**config.mk**
```make
export PLATFORM = sky130hd
export DESIGN_NAME = mem_ctrl
export DESIGN_NICKNAME = d
export VERILOG_FILES = /design/src/rtl/mem_ctrl.sv
export SDC_FILE = /design/constraint.sdc
export NUM_CORES = 1
export LEC_CHECK = 0
export CAP_MARGIN = 0
export CORE_MARGIN = 2
export CORE_UTILIZATION = 45
export CTS_BUF_LIST = sky130_fd_sc_hd__clkbuf_4 sky130_fd_sc_hd__clkbuf_8 sky130_fd_sc_hd__clkbuf_16
export DETAILED_ROUTE_END_ITERATION = 6
export PLACE_DENSITY = 0.73
export SYNTH_ARGS = -nofsm -noshare
export SYNTH_HDL_FRONTEND = slang
export SYNTH_SLANG_ARGS = --single-unit
```
**constraint.sdc**
```tcl
create_clock -name clk -period 2.1 [get_ports clk]
set_clock_uncertainty 0.05 [all_clocks]
set_input_delay 0.63 -clock clk [delete_from_list [all_inputs] [get_ports clk]]
set_output_delay 0.63 -clock clk [all_outputs]
set_load 0.05 [all_outputs]
```
**src/rtl/mem_ctrl.sv**
```systemverilog
// Word-wide memory controller that serves a load/store port and an instruction-fetch port
// over a byte-wide RAM. Each port has one pending slot; the load/store port has fixed priority.
// A word access is four byte beats (little-endian), with done pulsing four edges after the
// request-sampling edge. The word is four bytes, so DATA_WIDTH is expected to be 32.
module mem_ctrl #(
  parameter int unsigned DATA_WIDTH = 32,
  parameter int unsigned ADDR_WIDTH = 32
) (
  input  logic                  clk,
  input  logic                  rst,
  input  logic                  ls_valid,
  input  logic                  ls_we,
  input  logic [ADDR_WIDTH-1:0] ls_addr,
  input  logic [DATA_WIDTH-1:0] ls_src,
  output logic                  ls_done,
  output logic [DATA_WIDTH-1:0] ls_data,
  input  logic                  if_valid,
  input  logic [ADDR_WIDTH-1:0] if_addr,
  output logic                  if_done,
  output logic [DATA_WIDTH-1:0] if_data,
  output logic                  ram_we,
  output logic [ADDR_WIDTH-1:0] ram_addr,
  output logic [7:0]            ram_dout,
  input  logic [7:0]            ram_din,
  output logic                  busy
);

  typedef enum logic [1:0] {StIdle, StRead, StWrite} state_e;

  state_e state_q, state_d;

  // Pending slots
  logic                  ls_pend_q, ls_we_q;
  logic [ADDR_WIDTH-1:0] ls_addr_q;
  logic [DATA_WIDTH-1:0] ls_src_q;
  logic                  if_pend_q;
  logic [ADDR_WIDTH-1:0] if_addr_q;

  // Datapath registers and their next values
  logic [1:0]            cnt_q, cnt_d;
  logic                  serve_ls_q, serve_ls_d;
  logic [23:0]           wdata_q, wdata_d;
  logic [23:0]           rd_buf_q, rd_buf_d;
  logic                  ls_done_d, if_done_d, ram_we_d;
  logic [DATA_WIDTH-1:0] ls_data_d, if_data_d;
  logic [ADDR_WIDTH-1:0] ram_addr_d;
  logic [7:0]            ram_dout_d;

  // A request pulsed into an empty slot is visible immediately so IDLE can start it this edge
  logic                  ls_req, ls_cur_we, if_req, last_beat;
  logic [ADDR_WIDTH-1:0] ls_cur_addr, if_cur_addr;
  logic [DATA_WIDTH-1:0] ls_cur_src;

  assign ls_req      = ls_pend_q || ls_valid;
  assign ls_cur_we   = ls_pend_q ? ls_we_q : ls_we;
  assign ls_cur_addr = ls_pend_q ? ls_addr_q : ls_addr;
  assign ls_cur_src  = ls_pend_q ? ls_src_q : ls_src;
  assign if_req      = if_pend_q || if_valid;
  assign if_cur_addr = if_pend_q ? if_addr_q : if_addr;
  assign last_beat   = (cnt_q == 2'd3);
  assign busy        = (state_q != StIdle);

  // State register
  always_ff @(posedge clk or negedge rst) begin
    if (!rst) state_q <= StIdle;
    else      state_q <= state_d;
  end

  // Next-state: ls wins over if; an access ends after its fourth beat
  always_comb begin
    state_d = state_q;
    unique case (state_q)
      StIdle: begin
        if (ls_req)      state_d = ls_cur_we ? StWrite : StRead;
        else if (if_req) state_d = StRead;
      end
      StRead, StWrite: if (last_beat) state_d = StIdle;
      default:         state_d = StIdle;
    endcase
  end

  // Output/datapath next values; RAM address and data hold while idle
  always_comb begin
    cnt_d      = cnt_q;
    serve_ls_d = serve_ls_q;
    wdata_d    = wdata_q;
    rd_buf_d   = rd_buf_q;
    ls_data_d  = ls_data;
    if_data_d  = if_data;
    ram_addr_d = ram_addr;
    ram_dout_d = ram_dout;
    ram_we_d   = 1'b0;
    ls_done_d  = 1'b0;
    if_done_d  = 1'b0;
    unique case (state_q)
      StIdle: begin
        cnt_d = 2'd0;
        if (ls_req) begin
          serve_ls_d = 1'b1;
          ram_addr_d = ls_cur_addr;
          if (ls_cur_we) begin
            ram_we_d   = 1'b1;
            ram_dout_d = ls_cur_src[7:0];
            wdata_d    = ls_cur_src[31:8];
          end
        end else if (if_req) begin
          serve_ls_d = 1'b0;
          ram_addr_d = if_cur_addr;
        end
      end
      StRead: begin
        // Bytes arrive low first; shifting in from the top leaves byte0 at bits 7:0
        rd_buf_d = {ram_din, rd_buf_q[23:8]};
        if (last_beat) begin
          if (serve_ls_q) begin
            ls_data_d = DATA_WIDTH'({ram_din, rd_buf_q});
            ls_done_d = 1'b1;
          end else begin
            if_data_d = DATA_WIDTH'({ram_din, rd_buf_q});
            if_done_d = 1'b1;
          end
        end else begin
          ram_addr_d = ram_addr + ADDR_WIDTH'(1);
          cnt_d      = cnt_q + 2'd1;
        end
      end
      StWrite: begin
        if (last_beat) begin
          ls_done_d = 1'b1;
        end else begin
          ram_we_d   = 1'b1;
          ram_addr_d = ram_addr + ADDR_WIDTH'(1);
          ram_dout_d = wdata_q[7:0];
          wdata_d    = {8'h00, wdata_q[23:8]};
          cnt_d      = cnt_q + 2'd1;
        end
      end
      default: ;
    endcase
  end

  // Datapath and output registers
  always_ff @(posedge clk or negedge rst) begin
    if (!rst) begin
      cnt_q      <= 2'd0;
      serve_ls_q <= 1'b0;
      wdata_q    <= '0;
      rd_buf_q   <= '0;
      ls_done    <= 1'b0;
      if_done    <= 1'b0;
      ls_data    <= '0;
      if_data    <= '0;
      ram_we     <= 1'b0;
      ram_addr   <= '0;
      ram_dout   <= '0;
    end else begin
      cnt_q      <= cnt_d;
      serve_ls_q <= serve_ls_d;
      wdata_q    <= wdata_d;
      rd_buf_q   <= rd_buf_d;
      ls_done    <= ls_done_d;
      if_done    <= if_done_d;
      ls_data    <= ls_data_d;
      if_data    <= if_data_d;
      ram_we     <= ram_we_d;
      ram_addr   <= ram_addr_d;
      ram_dout   <= ram_dout_d;
    end
  end

  // Slots: occupied from the request pulse until that port's done; pulses into a full slot drop
  always_ff @(posedge clk or negedge rst) begin
    if (!rst) begin
      ls_pend_q <= 1'b0;
      ls_we_q   <= 1'b0;
      ls_addr_q <= '0;
      ls_src_q  <= '0;
      if_pend_q <= 1'b0;
      if_addr_q <= '0;
    end else begin
      if (ls_done_d) begin
        ls_pend_q <= 1'b0;
      end else if (ls_valid && !ls_pend_q) begin
        ls_pend_q <= 1'b1;
        ls_we_q   <= ls_we;
        ls_addr_q <= ls_addr;
        ls_src_q  <= ls_src;
      end
      if (if_done_d) begin
        if_pend_q <= 1'b0;
      end else if (if_valid && !if_pend_q) begin
        if_pend_q <= 1'b1;
        if_addr_q <= if_addr;
      end
    end
  end

endmodule

```
==> results.toml, run 1 <==
[status]
status = "complete, but fails checks"
violations = "negative setup slack"

[yosys]
async_reset_ff_frac = 1.000
synthTopCellsByArea = "dfrtp_1 (54%), mux2_2 (14%), mux2i_1 (6.0%)"
synth_seq_area_share = 0.5351
synth_cells = 1089
synth.ff_latch_count = 259
avgSynthCellArea_um2 = 11.12
synth_cell_types = 53
yosys.area.top_type = "dfrtp_1"
syn_area_um2 = 12110
yosysWarnings = 0
synth_edf_count = 0
syn_nets = 1203
synth_top_area_frac = 0.5351
synth_flop_cell = "dfrtp_1"

[timing]
slew_viol_final = 0
tightest_slew_ns = 0.4878
post-route-period-util = 1.003
fin_ws_ns = -0.007013
max_freq_mhz = 474.6
setup_viol = 3
rsz0062_at_grt = "yes"
relSlewSlack = 0.6718
min_period_ns = 2.107
finalHoldViolations = 0

[floorplanning]
initial_core_util = 0.4545
num_rows = 60
core_area_um2 = 26650
die-area_um2 = 28240
dieWidth_um = 168.1
boundaryPins = 217
die_y_um = 168.1

[final_layout]
drive_above_1_share = 0.3297
final_common_cell = "dfrtp_1"
fin_nets = 1459
area_growth_pct = 33.40
fillers = 2188
final_cell_mix = "dfrtp_1 (246), nand2_1 (174), buf_4 (156)"
fin_cells = 1707
fin_util = 0.6062

[setup_path]
critPathLaunchType = "flip-flop"
reg2reg_depth = 7
crit_slowest_cell = "or3b_4"
cp_cell_sequence = "inv_2, ha_4, and2_4, nor2b_4, or3b_4, buf_12, mux2_4"
cp_top_family = "simple AND/OR/NAND/NOR gates"
end_kind = "flip-flop"
crit_start = "state_q[0]$_DFFE_PN0P_"
slowest_delay_ns = 0.41
critPathBufInv = 2
crit_arrival_ns = 2.48
crit_fanout = 28
r2r_start = "state_q[0]$_DFFE_PN0P_"
rr_endpoint = "ls_addr_q[14]$_DFFE_PN0P_"
rrSetupSlack_ns = -0.007
critPathKind = "flip-flop to flip-flop"
worst_ep_required_time_ns = 2.48

[clock_network]
cts_tree = "built"
cts_inserted_buffers = 29
clkLatencyLatePin_ns = 0.55
htreeDepth = 1
cts_buffer_depth = 3
clk_pin_slew_ns = 0.06
cts.sinks = 259
cts_root_buffer = "clkbuf_16"

[hold_path]
holdPathEnd = "if_data[18]$_DFFE_PN0P_"
whs_path_depth = 2
hp-start = "if_data[18]$_DFFE_PN0P_"
min_path_type = "flip-flop to flip-flop"

[placed_design]
dp_hpwl_mm = 22.46
port_buffers = 216
dp_cells = 1644
gp_congestion = 0.8571

[grt]
grt.total_usage = 0.2236
antenna_found_initial = 2
grt-ovfl-total = 0
grt_pass1_wl_mm = 50.56
grt_pass1_vias = 9391
grt_max_degree = 65

[drt]
drtPass1Iterations = 7
drt-total-wl_mm = 32.33
initialDrtViolationCount = 786
vias_per_cell = 5.492
drtAntennaViolNets = 0
remaining_drc_errors = 0
vias = 9374
wl_per_cell_um = 18.94

[pwr]
p_per_area_nw_per_um2 = 1724
p_leak_nw = 7.796
ir_worst_vdd_uv = 999.1

[job]
maxCapViolCount = 0
-- cell usage after synthesis, types with 10 or more instances --
| library cell | n |
|---|---|
| nand2_1 | 177 |
| dfrtp_1 | 259 |
| nand4_1 | 13 |
| nand3_1 | 20 |
| inv_1 | 10 |
| o21ai_0 | 82 |
| nor2_1 | 45 |
| buf_2 | 25 |
| mux2_2 | 155 |
| clkbuf_1 | 35 |
| mux2i_1 | 72 |
| a21oi_1 | 70 |
| mux2_4 | 14 |
-- flip-flops by register name, indices dropped and copies added (netlist names) --
signal,cells
if_data,32
if_pend_q,1
if_addr_q,32
ram_we,1
if_done,1
ls_done,1
wdata_q,24
ls_data,32
ram_dout,8
ls_pend_q,1
ls_addr_q,32
state_q,2
rd_buf_q,24
serve_ls_q,1
ls_we_q,1
ls_src_q,32
cnt_q,2
ram_addr,32
-- worst min-delay path: cells and delay by family (launching register included) --
kind,cells,cell delay [ns]
AND/OR/NAND/NOR,2,0.10
flip-flops,1,0.34
-- worst max path at each step --
stage	slack (ns)	cells after the start	end
2_1_floorplan	-0.16	10	ls_addr_q[14]$_DFFE_PN0P_
3_3_place_gp	-0.40	7	ram_addr[25]$_DFFE_PN0P_
3_5_place_dp	-0.45	7	ram_addr[25]$_DFFE_PN0P_
4_1_cts	-0.02	10	ram_addr[13]$_DFFE_PN0P_
5_1_grt	-0.06	7	ls_addr_q[14]$_DFFE_PN0P_
6_report	-0.007	7	ls_addr_q[14]$_DFFE_PN0P_
-- cell type report --
cell class,instances,area (um2),share of cell area
inverter,12,51.30,0.003175
clock buffer,41,853.3,0.05282
antenna,1,2.502,0.0001549
tap,341,426.7,0.02641
clock inverter,10,165.2,0.01022
sequential,259,6500,0.4023
timing repair buffer,297,2838,0.1756
multi-input combinational,746,5320,0.3293
-- per-layer routing --
metal	part of all wire	GRT usage	vias up
met4	0.034	0.06897	2
met3	0.067	0.04067	66
met2	0.48	0.3717	303
met5	0.00040	0	-
met1	0.42	0.3002	4640
li1	-	-	4363
-- stage by stage --
| step | hold WS (ns) | power [mW] | cell area, um2 | TNS (ns) | worst slack [ns] |
|---|---|---|---|---|---|
| after global placement | 0.4098 | 21.84 | 14950 | -8.196 | -0.4030 |
| after detailed placement | 0.4136 | 22.26 | 14950 | -12.10 | -0.4485 |
| final | 0.4273 | 27.85 | 16160 | -0.01501 | -0.007013 |
| after floorplan | 0.2844 | 17.50 | 12140 | -3.821 | -0.1627 |
| after global routing | 0.4477 | 29.37 | 16150 | -1.294 | -0.06108 |
| after CTS | 0.4285 | 27.77 | 16020 | -0.07927 | -0.01636 |
-- cell families after synthesis --
family,synth area share
buf+inv,0.03110
flops,0.5351
fa+ha+maj,0.005165
simple gates,0.1071
mux,0.2210
compound gates,0.1005
-- repair_timing --
| action | CTS | global route |
|---|---|---|
| cloned | 0 | 1 |
| pin swaps | 2 | 4 |
| gates resized for setup | 4 | 17 |
| buffers inserted | 5 | 4 |
| endpoints found under the hold margin | 31 | 0 |
| setup endpoints to repair | 46 | 121 |
| hold buffers | 1 | 0 |
-- power by group --
part           leakage [nW]  switching [mW]  internal, mW  total [mW]
Combinational          4.09            7.83          5.64        13.5
Sequential             3.19            1.66          7.38        9.04
Clock                 0.514            2.04          3.31        5.35
No activity file was read; power rests on OpenSTA's default activity.
==> run 2, diff against run 1 <==
ABC_CLOCK_PERIOD_IN_PS = 2100   (was not set)
==> results of run 2 <==
Same layout as run 1: the final DEF is identical, and so are final timing and power.
==> run 3, diff against run 2 <==
TNS_END_PERCENT = 10   (was not set)
==> results.toml, run 3 (synthesized netlist as in run 1, its figures left out) <==
[floorplanning]
initial_core_util = 0.4545
dieWidth_um = 168.1
die_y_um = 168.1
num_rows = 60
boundaryPins = 217
core_area_um2 = 26650
die-area_um2 = 28240

[final_layout]
multi_input_area_um2 = 5335
final_cell_mix = "dfrtp_1 (254), nand2_1 (174), buf_4 (167)"
fin_nets = 1459
area_growth_pct = 32.70
fillers = 2225
final_common_cell = "dfrtp_1"
drive_above_1_share = 0.3236
seqCellArea_um2 = 6490

[drt]
vias = 9244
remaining_drc_errors = 0
wl_per_cell_um = 18.61
drtPass1Iterations = 5
drt-total-wl_mm = 31.81
vias_per_cell = 5.409
initialDrtViolationCount = 525
drtAntennaViolNets = 0

[placed_design]
place_ws_ns = -0.4149
gp_congestion = 0.8629
port_buffers = 216
dp_hpwl_mm = 22.46

[setup_path]
cp_cell_sequence = "inv_2, ha_4, and2_4, nor2b_4, or3b_4, buf_12, mux2_4"
critPathBufInv = 2
slowest_delay_ns = 0.41
rrSetupSlack_ns = 0.004
rr_endpoint = "ls_addr_q[15]$_DFFE_PN0P_"
crit_slowest_cell = "or3b_4"
critPathLaunchType = "flip-flop"
cp_top_family = "simple AND/OR/NAND/NOR gates"
reg2reg_depth = 7
end_kind = "flip-flop"
crit_arrival_ns = 2.46
r2r_start = "state_q[1]$_DFFE_PN0P_"
crit_fanout = 31
worst_ep_required_time_ns = 2.47
critPathKind = "flip-flop to flip-flop"

[hold_path]
holdPathEnd = "if_data[27]$_DFFE_PN0P_"
hp-start = "if_data[27]$_DFFE_PN0P_"
min_path_type = "flip-flop to flip-flop"
whs_path_depth = 2

[grt]
antenna_found_initial = 3
grt_pass1_vias = 9376
grt.total_usage = 0.2248
grt_pass1_wl_mm = 51.03
grt-ovfl-total = 0
grt_max_degree = 65

[timing]
relSlewSlack = 0.6564
min_period_ns = 2.096
post-route-period-util = 0.9981
max_freq_mhz = 477.1
whs_ns = 0.4264
fin_ws_ns = 0.003934
finalHoldViolations = 0
setup_viol = 0
rsz0062_at_grt = "yes"
tightest_slew_ns = 0.5154
slew_viol_final = 0

[clock_network]
cts_root_buffer = "clkbuf_16"
cts_buffer_depth = 3
htreeDepth = 1
clkLatencyLatePin_ns = 0.54
cts.sinks = 259
clk_pin_slew_ns = 0.06
cts_tree = "built"
cts_inserted_buffers = 29

[pwr]
p_leak_nw = 7.761
ir_worst_vdd_uv = 907.7
fin_total_pwr_mw = 27.69
p_per_area_nw_per_um2 = 1723

[job]
maxCapViolCount = 0

[status]
status = "finished clean"
==> run 3: repair_timing <==
action                                  CTS  global route
pin swaps                                 1             7
hold buffers                              1             0
hold endpoints to repair                 39             0
endpoints found under the setup margin    1            50
buffers inserted                          1             1
cloned                                    0             0
resized for setup                         1            15
==> run 3: power breakdown <==
part / switching (mW) / internal (mW)
combinational: 7.84 / 5.58
sequential: 1.61 / 7.36
clock: 2.01 / 3.30
==> run 3: cell type report <==
type | instances | share of cell area
diodes | 2 | 0.0003114
clock inverters | 10 | 0.009498
multi-input cells | 746 | 0.3320
inverters | 12 | 0.003192
clock buffers | 42 | 0.05317
well taps | 341 | 0.02655
repair buffers | 297 | 0.1715
flip-flops and latches | 259 | 0.4038
==> run 3: stage by stage <==
step | instance area (um2) | cells | util | TNS [ns]
2_1_floorplan | 12130 | 1089 | - | -4.019
3_3_place_gp | 14970 | 1652 | 0.5618 | -10.61
3_5_place_dp | 14970 | 1652 | 0.5618 | -13.49
4_1_cts | 16000 | 1706 | 0.6002 | 0
5_1_grt | 16070 | 1709 | 0.6031 | -1.256
6_report | 16070 | 1709 | 0.6031 | 0
==> run 3: worst reg2reg max path, stage by stage, from the launching register on <==
cell     delay, ns
dfrtp_1       0.39
inv_2         0.10
ha_4          0.21
and2_4        0.16
nor2b_4       0.12
or3b_4        0.41
buf_12        0.19
mux2_4        0.35
==> run 3: layer usage <==
metal  part of all wire  up-vias  GRT usage  routed length, um
met1               0.44     4572     0.3075              14010
met4              0.023        2    0.06634                743
met5            0.00041        -          0                 13
li1                   -     4358          -                  -
met3              0.062       49    0.04349               1960
met2               0.47      263     0.3665              15080
==> run 3: worst max-delay path by stage <==
| stage | start | cells after the start | to | slack (ns) |
|---|---|---|---|---|
| 2_1_floorplan | state_q[1]$_DFFE_PN0P_ | 10 | ls_addr_q[14]$_DFFE_PN0P_ | -0.16 |
| 3_3_place_gp | if_valid | 7 | ram_addr[25]$_DFFE_PN0P_ | -0.39 |
| 3_5_place_dp | if_valid | 7 | ram_addr[25]$_DFFE_PN0P_ | -0.41 |
| 4_1_cts | state_q[1]$_DFFE_PN0P_ | 4 | busy | 0.01 |
| 5_1_grt | state_q[1]$_DFFE_PN0P_ | 8 | ram_addr[25]$_DFFE_PN0P_ | -0.06 |
| 6_report | state_q[1]$_DFFE_PN0P_ | 7 | ls_addr_q[15]$_DFFE_PN0P_ | 0.004 |
